**src/rtl/phy_pkg.sv**
```systemverilog
// Shared definitions for the serial lane receiver: FSM encoding and default symbols.
package phy_pkg;

  typedef enum logic [1:0] {
    StHunt,
    StAlign,
    StLocked
  } rx_state_e;

  localparam logic [7:0] ComDefault = 8'hBC;
  localparam logic [7:0] IdlDefault = 8'h7C;

  // Lane pointer width; a single lane still needs a one-bit pointer.
  function automatic int unsigned ptr_width(input int unsigned n);
    return (n > 1) ? $clog2(n) : 1;
  endfunction

endpackage

```
**src/rtl/lane_demux.sv**
```systemverilog
// Distributes received symbols round-robin over NLANES output registers.
module lane_demux
  import phy_pkg::*;
#(
  parameter int unsigned WIDTH  = 8,
  parameter int unsigned NLANES = 4
) (
  input  logic                             clk_i,
  input  logic                             rst_ni,
  input  logic [WIDTH-1:0]                 sym_i,
  input  logic                             sym_valid_i,
  input  logic                             ptr_clr_i,
  output logic [NLANES*WIDTH-1:0]          data_o,
  output logic [NLANES-1:0]                valid_o,
  output logic [ptr_width(NLANES)-1:0]     lane_ptr_o
);

  localparam int unsigned PtrW = ptr_width(NLANES);

  logic [NLANES*WIDTH-1:0] data_q;
  logic [NLANES-1:0]       valid_q;
  logic [PtrW-1:0]         ptr_q;

  // Write the addressed lane, pulse its valid bit and advance the pointer.
  always_ff @(posedge clk_i or negedge rst_ni) begin
    if (!rst_ni) begin
      data_q  <= '0;
      valid_q <= '0;
      ptr_q   <= '0;
    end else begin
      valid_q <= '0;
      if (sym_valid_i) begin
        for (int i = 0; i < NLANES; i++) begin
          if (ptr_q == PtrW'(i)) begin
            data_q[i*WIDTH +: WIDTH] <= sym_i;
            valid_q[i]               <= 1'b1;
          end
        end
        if (ptr_q == PtrW'(NLANES - 1)) begin
          ptr_q <= '0;
        end else begin
          ptr_q <= ptr_q + 1'b1;
        end
      end else if (ptr_clr_i) begin
        ptr_q <= '0;
      end
    end
  end

  assign data_o     = data_q;
  assign valid_o    = valid_q;
  assign lane_ptr_o = ptr_q;

endmodule

```
**src/rtl/serial_lane_rx.sv**
```systemverilog
// Serial receiver: finds symbol alignment on COM, locks after LOCK_CNT aligned COMs,
// and forwards non-COM/non-idle symbols to the lane demultiplexer.
module serial_lane_rx
  import phy_pkg::*;
#(
  parameter int unsigned       WIDTH       = 8,
  parameter int unsigned       NLANES      = 4,
  parameter logic [WIDTH-1:0]  COM         = WIDTH'(ComDefault),
  parameter logic [WIDTH-1:0]  IDL         = WIDTH'(IdlDefault),
  parameter int unsigned       LOCK_CNT    = 4,
  parameter int unsigned       COM_TIMEOUT = 64
) (
  input  logic                          clk_32f,
  input  logic                          reset,
  input  logic                          data_in,
  output logic [NLANES*WIDTH-1:0]       data_out,
  output logic [NLANES-1:0]             valid_out,
  output logic                          active,
  output logic [ptr_width(NLANES)-1:0]  lane_ptr,
  output logic                          sym_err
);

  localparam int unsigned BitW = $clog2(WIDTH);
  localparam int unsigned ComW = $clog2(LOCK_CNT + 1);
  localparam int unsigned GapW = $clog2(COM_TIMEOUT + 1);

  rx_state_e        state_q;
  logic [WIDTH-2:0] sr_q;
  logic [BitW-1:0]  bit_cnt_q;
  logic [ComW-1:0]  com_cnt_q;
  logic [GapW-1:0]  gap_q;
  logic             active_q;
  logic             sym_err_q;

  logic [WIDTH-1:0] cand;
  logic             boundary;
  logic             is_com;
  logic             is_idl;
  logic             timeout;
  logic             lock_enter;
  logic             sym_fwd;
  logic             ptr_clr;

  // Candidate symbol decode and strobes towards the lane demux.
  always_comb begin
    cand       = {sr_q, data_in};
    boundary   = (bit_cnt_q == BitW'(WIDTH - 1));
    is_com     = (cand == COM);
    is_idl     = (cand == IDL);
    timeout    = (state_q == StLocked) && boundary && !is_com &&
                 (gap_q == GapW'(COM_TIMEOUT - 1));
    lock_enter = ((state_q == StHunt) && is_com && (LOCK_CNT == 1)) ||
                 ((state_q == StAlign) && boundary && is_com &&
                  (com_cnt_q == ComW'(LOCK_CNT - 1)));
    sym_fwd    = (state_q == StLocked) && boundary && !is_com && !is_idl && !timeout;
    // Lane pointer restarts on lock entry, on every locked COM and on timeout.
    ptr_clr    = lock_enter || ((state_q == StLocked) && boundary && (is_com || timeout));
  end

  // Alignment FSM with bit/COM/gap counters and registered status outputs.
  always_ff @(posedge clk_32f or negedge reset) begin
    if (!reset) begin
      state_q   <= StHunt;
      sr_q      <= '0;
      bit_cnt_q <= '0;
      com_cnt_q <= '0;
      gap_q     <= '0;
      active_q  <= 1'b0;
      sym_err_q <= 1'b0;
    end else begin
      sr_q      <= cand[WIDTH-2:0];
      sym_err_q <= 1'b0;
      bit_cnt_q <= boundary ? '0 : bit_cnt_q + 1'b1;
      case (state_q)
        StHunt: begin
          // Bit phase is meaningless until a COM is seen at some offset.
          bit_cnt_q <= '0;
          if (is_com) begin
            com_cnt_q <= ComW'(1);
            gap_q     <= '0;
            if (lock_enter) begin
              state_q  <= StLocked;
              active_q <= 1'b1;
            end else begin
              state_q <= StAlign;
            end
          end
        end
        StAlign: begin
          if (boundary) begin
            if (is_com) begin
              com_cnt_q <= com_cnt_q + 1'b1;
              if (lock_enter) begin
                state_q  <= StLocked;
                active_q <= 1'b1;
                gap_q    <= '0;
              end
            end else begin
              state_q   <= StHunt;
              com_cnt_q <= '0;
            end
          end
        end
        StLocked: begin
          if (boundary) begin
            if (is_com) begin
              gap_q <= '0;
            end else if (timeout) begin
              state_q   <= StHunt;
              active_q  <= 1'b0;
              sym_err_q <= 1'b1;
              gap_q     <= '0;
              com_cnt_q <= '0;
            end else begin
              gap_q <= gap_q + 1'b1;
            end
          end
        end
        default: state_q <= StHunt;
      endcase
    end
  end

  lane_demux #(
    .WIDTH  (WIDTH),
    .NLANES (NLANES)
  ) u_lane_demux (
    .clk_i       (clk_32f),
    .rst_ni      (reset),
    .sym_i       (cand),
    .sym_valid_i (sym_fwd),
    .ptr_clr_i   (ptr_clr),
    .data_o      (data_out),
    .valid_o     (valid_out),
    .lane_ptr_o  (lane_ptr)
  );

  assign active  = active_q;
  assign sym_err = sym_err_q;

endmodule

```
**config.mk**
```make
export PLATFORM = sky130hd
export DESIGN_NAME = serial_lane_rx
export DESIGN_NICKNAME = d
export VERILOG_FILES = /design/src/rtl/phy_pkg.sv /design/src/rtl/lane_demux.sv /design/src/rtl/serial_lane_rx.sv
export SDC_FILE = /design/constraint.sdc
export NUM_CORES = 1
export LEC_CHECK = 0
export BUFFER_PORTS_ARGS = -buffer_cell sky130_fd_sc_hd__buf_2
export CAP_MARGIN = 20
export CORE_MARGIN = 1
export CORE_UTILIZATION = 40
export CTS_BUF_LIST = sky130_fd_sc_hd__clkbuf_4 sky130_fd_sc_hd__clkbuf_8 sky130_fd_sc_hd__clkbuf_16
export CTS_CLUSTER_DIAMETER = 150
export DETAILED_ROUTE_END_ITERATION = 6
export SETUP_SLACK_MARGIN = 0.2
export SLEW_MARGIN = 25
export SYNTH_ARGS = -nofsm -noshare
export SYNTH_HDL_FRONTEND = slang
export SYNTH_SLANG_ARGS = --single-unit
```
**constraint.sdc**
```tcl
create_clock -name clk_32f -period 2.5 [get_ports clk_32f]
set_clock_uncertainty 0.05 [all_clocks]
set_input_delay 0.5 -clock clk_32f [delete_from_list [all_inputs] [get_ports clk_32f]]
set_output_delay 0.5 -clock clk_32f [all_outputs]
set_load 0.02 [all_outputs]
```
==> summary.md <==
After detailed routing, the number of remaining DRC violations is 4. The setup slack of the most critical reg-to-reg path was 0.24 ns. The logs give 0.419 for the starting density of the core and 536 uW for the power spent charging and discharging nets. The tree built by TritonCTS fans out to 62 sinks.

First-pass GRT wire length: 8.72 mm. The flow ran to the end, but the final reports show violations. The area fraction of the dominant cell type after synthesis was 0.573. During I/O placement, the number of pins put on the boundary was 43. Yosys attributes the largest share of cell area to sky130_fd_sc_hd__dfrtp_1 57%, sky130_fd_sc_hd__mux2_2 13%, sky130_fd_sc_hd__ha_1 6.0%, sky130_fd_sc_hd__mux2_4 1.7%, sky130_fd_sc_hd__nand2_1 1.7%. The number of nets handed over by synthesis was 226. The routed wirelength normalized by instance count works out to 14.6 um. The dominant cell type by area after synthesis was sky130_fd_sc_hd__dfrtp_1. During placement, the flow inserted port buffers numbering 42.

The tools report the power share of the combinational group as 0.075. The area growth from synthesis to layout is 25.3%. The post-synthesis instance area is 2710 sq um, and the horizontal die dimension is 84.3 um. The share of the clock period used by the worst path after layout came out at 0.904.

The clock network latency to the later pin of the worst-skew pair is 0.34 ns, and the number of cell instances on the worst register-to-register path is 5. Endpoint of the worst register-to-register path: com_cnt_q[0]. The die covers 7100 sq um. The run gives 1.56 mW as the internal power. The power density over cell area came out at 616 nW/um^2. The tools report the cell at the root of the clock tree as sky130_fd_sc_hd__clkbuf_8.

Share of power burned in registers: 0.502. Of all nets on the critical path, the largest fanout is 6. Across the VDD grid, the largest voltage drop is 0.320 mV. The slew at the pin closest to its max-slew limit came out at 0.631 ns. The number of buffers created by CTS is 9, and the final period demand of the worst path is 2.26 ns. Synthesized flop and latch total: 62. In this run the deepest clock path goes through 2 buffers. The run gives 2.44 ns as the arrival time at the worst endpoint. The routed design has 5.20 mm of wire. After routing the design area is 3390 sq um. The headroom to the max-slew limit was 0.579; the number of standard-cell rows in the floorplan was 29.

Setup violations remaining at the end of the flow were counted as 0. For the via count, the log shows 1806. The tools report the required time of the critical path as 2.68 ns. The path class of the tightest hold or removal check is input port to asynchronous set/reset pin. In this run, the number of DRC markers left after iteration 0 of detailed routing was 108.

STA classifies the critical path endpoint as a flip-flop. The tools report the final number of hold-violating endpoints as 0. The total of fill cells in the finished design is 564, and the distinct cell type count of the synthesized netlist is 39. Final RePlAce weighted congestion: 0.835. Once routing completed, OpenROAD measured the worst setup slack at 0.240 ns. The average instance in the mapped netlist occupies 12.9 sq um. TritonCTS built the clock tree. The placed standard-cell area was 3150 sq um; the share of total power consumed by net switching was 0.256. The hold buffer count at CTS came out at 0.

Yosys printed 0 warnings. The global-route total usage across every layer is 0.162. The share of flip-flops with an asynchronous set or reset came out at 1.00.

The final reports fail on DRC. Summed over all failing endpoints, the final setup total negative slack is 0 ns. Hold timing on the final database bottoms out at a slack of 0.124 ns. The worst setup path is of the flip-flop to flip-flop kind. After detailed routing, the number of vias per cell comes to 5.09.

The tools report the utilization after layout as 0.525. The placeable core region is 6460 sq um. The leakage power total was 1.73 nW; the post-synthesis instance total was 210. The count of cells in the finished layout, fillers not included, comes to 355. Once detail routing completed, the nets flagged for antenna violations numbered 0. Number of search-and-repair iterations in the first detailed-routing pass: 7.

The total overflow left after global routing is 0. Entering global routing, the biggest net connects 37 pins. Setup repair after global routing left no endpoint under its margin. Via count of the first global-routing pass: 1727. Yosys mapped a number of flops with a built-in enable equal to 0. Counting tap cells, the placed design contains a total of 337 instances.

For the achievable frequency, the log shows 442 MHz. Startpoint of the worst register-to-register path: sr_q[0]. OpenSTA, run right after detailed placement, puts the worst setup slack at 0.0690 ns. Max-cap violations in this run came to 0.

The initial antenna violation count was 0; the clock-pin slew on the worst setup and hold paths was 0.07 ns. The HPWL after detailed placement is 3.64 mm. The final layout contains 289 nets. The run gives 2.09 mW as the overall power.

0 antenna diodes ended up in the layout. The deepest level of the CTS H-tree came out at 3. The y dimension of the die is 84.3 um, and the count of final max-slew check failures is 0.

For the part of the total power dissipated in the clock network, the log shows 0.422. The worst setup path is launched from a flip-flop. The share of final-layout standard cells stronger than drive strength 1 came out at 0.439. The register area share after synthesis is 0.573. Top flip-flop cell by instance count after synthesis: sky130_fd_sc_hd__dfrtp_1.
-- worst max-delay path by stage --
| stage | slack [ns] | depth (start not counted) | from | to |
|---|---|---|---|---|
| 2_1_floorplan | 0.23 | 6 | data_in | com_cnt_q[0] |
| 3_3_place_gp | 0.11 | 6 | data_in | com_cnt_q[2] |
| 3_5_place_dp | 0.07 | 6 | data_in | com_cnt_q[0] |
| 4_1_cts | 0.23 | 5 | sr_q[0] | com_cnt_q[0] |
| 5_1_grt | 0.20 | 5 | sr_q[0] | com_cnt_q[2] |
| 6_report | 0.24 | 5 | sr_q[0] | com_cnt_q[0] |
-- per-layer routing --
layer | track usage | up-vias | part of all wire
li1 | - | 865 | -
met1 | 0.227 | 895 | 0.49
met2 | 0.233 | 36 | 0.46
met3 | 0.0472 | 10 | 0.033
met4 | 0.0752 | 0 | 0.017
met5 | 0 | - | 0
-- layout make-up --
type / instances / area, sq um / area share
clock inverters: 7 / 73.8 / 0.0218
inverters: 7 / 26.3 / 0.00774
multi-input cells: 135 / 1130 / 0.332
well taps: 77 / 96.3 / 0.0284
clock buffers: 9 / 124 / 0.0365
flip-flops and latches: 62 / 1550 / 0.458
repair buffers: 58 / 393 / 0.116
-- placed cells by master (no fill, tap or decap), drive strengths merged, types with 5 or more instances in the layout --
cell	n
nor3	7
mux2	35
clkbuf	9
nor2	11
o21ai	14
nand3	5
inv	8
dfrtp	62
ha	13
nand2	13
buf	58
-- state kept, by name, summed over array words and instances (netlist names) --
signal	cells
u_lane_demux.valid_o	4
u_lane_demux.lane_ptr_o	2
bit_cnt_q	3
sym_err	1
u_lane_demux.data_o	32
state_q	2
com_cnt_q	3
gap_q	7
active	1
sr_q	7
-- power groups by stage --
stage | clock, mW | combinational, mW | sequential, mW
after floorplan | 0 | 0.0998 | 1.06
after global placement | 0 | 0.151 | 1.07
after detailed placement | 0 | 0.155 | 1.07
after CTS | 0.903 | 0.155 | 1.05
after global routing | 0.949 | 0.179 | 1.05
final | 0.883 | 0.158 | 1.05
-- cells by family after synthesis --
| logic type | count (synthesis) | share of synthesized area |
|---|---|---|
| muxes | 35 | 0.150 |
| AOI/OAI and AO/OA | 27 | 0.0642 |
| xor gates and xnor gates | 1 | 0.00323 |
| and+or+nand+nor | 59 | 0.127 |
| DFF | 62 | 0.573 |
| adders and majority gates | 13 | 0.0600 |
| buffers and inverters | 13 | 0.0226 |
-- timing repair --
action,4_1_cts,5_1_grt
setup buffers,0,2
endpoints found under the setup margin,35,36
resized for setup,2,6
pin swaps,0,3
-- critical path: stages, from the launching register on --
cell and delay, ns:
sky130_fd_sc_hd__dfrtp_2 0.42, sky130_fd_sc_hd__nand4bb_4 0.26, sky130_fd_sc_hd__or4b_4 0.60, sky130_fd_sc_hd__nand2_4 0.10, sky130_fd_sc_hd__or3b_4 0.41, sky130_fd_sc_hd__mux2_4 0.31
-- synth_stat cells, drive strengths merged, types with 2 or more instances --
| cell type | instances |
|---|---|
| dfrtp | 62 |
| mux2 | 35 |
| o21ai | 14 |
| ha | 13 |
| nand2 | 13 |
| nor2 | 11 |
| inv | 7 |
| nor3 | 7 |
| buf | 5 |
| nand3 | 5 |
| and2 | 4 |
| nor3b | 4 |
| nand2b | 3 |
| nor2b | 3 |
| o31ai | 3 |
| a22o | 2 |
Power figures use the tool's default switching activity.
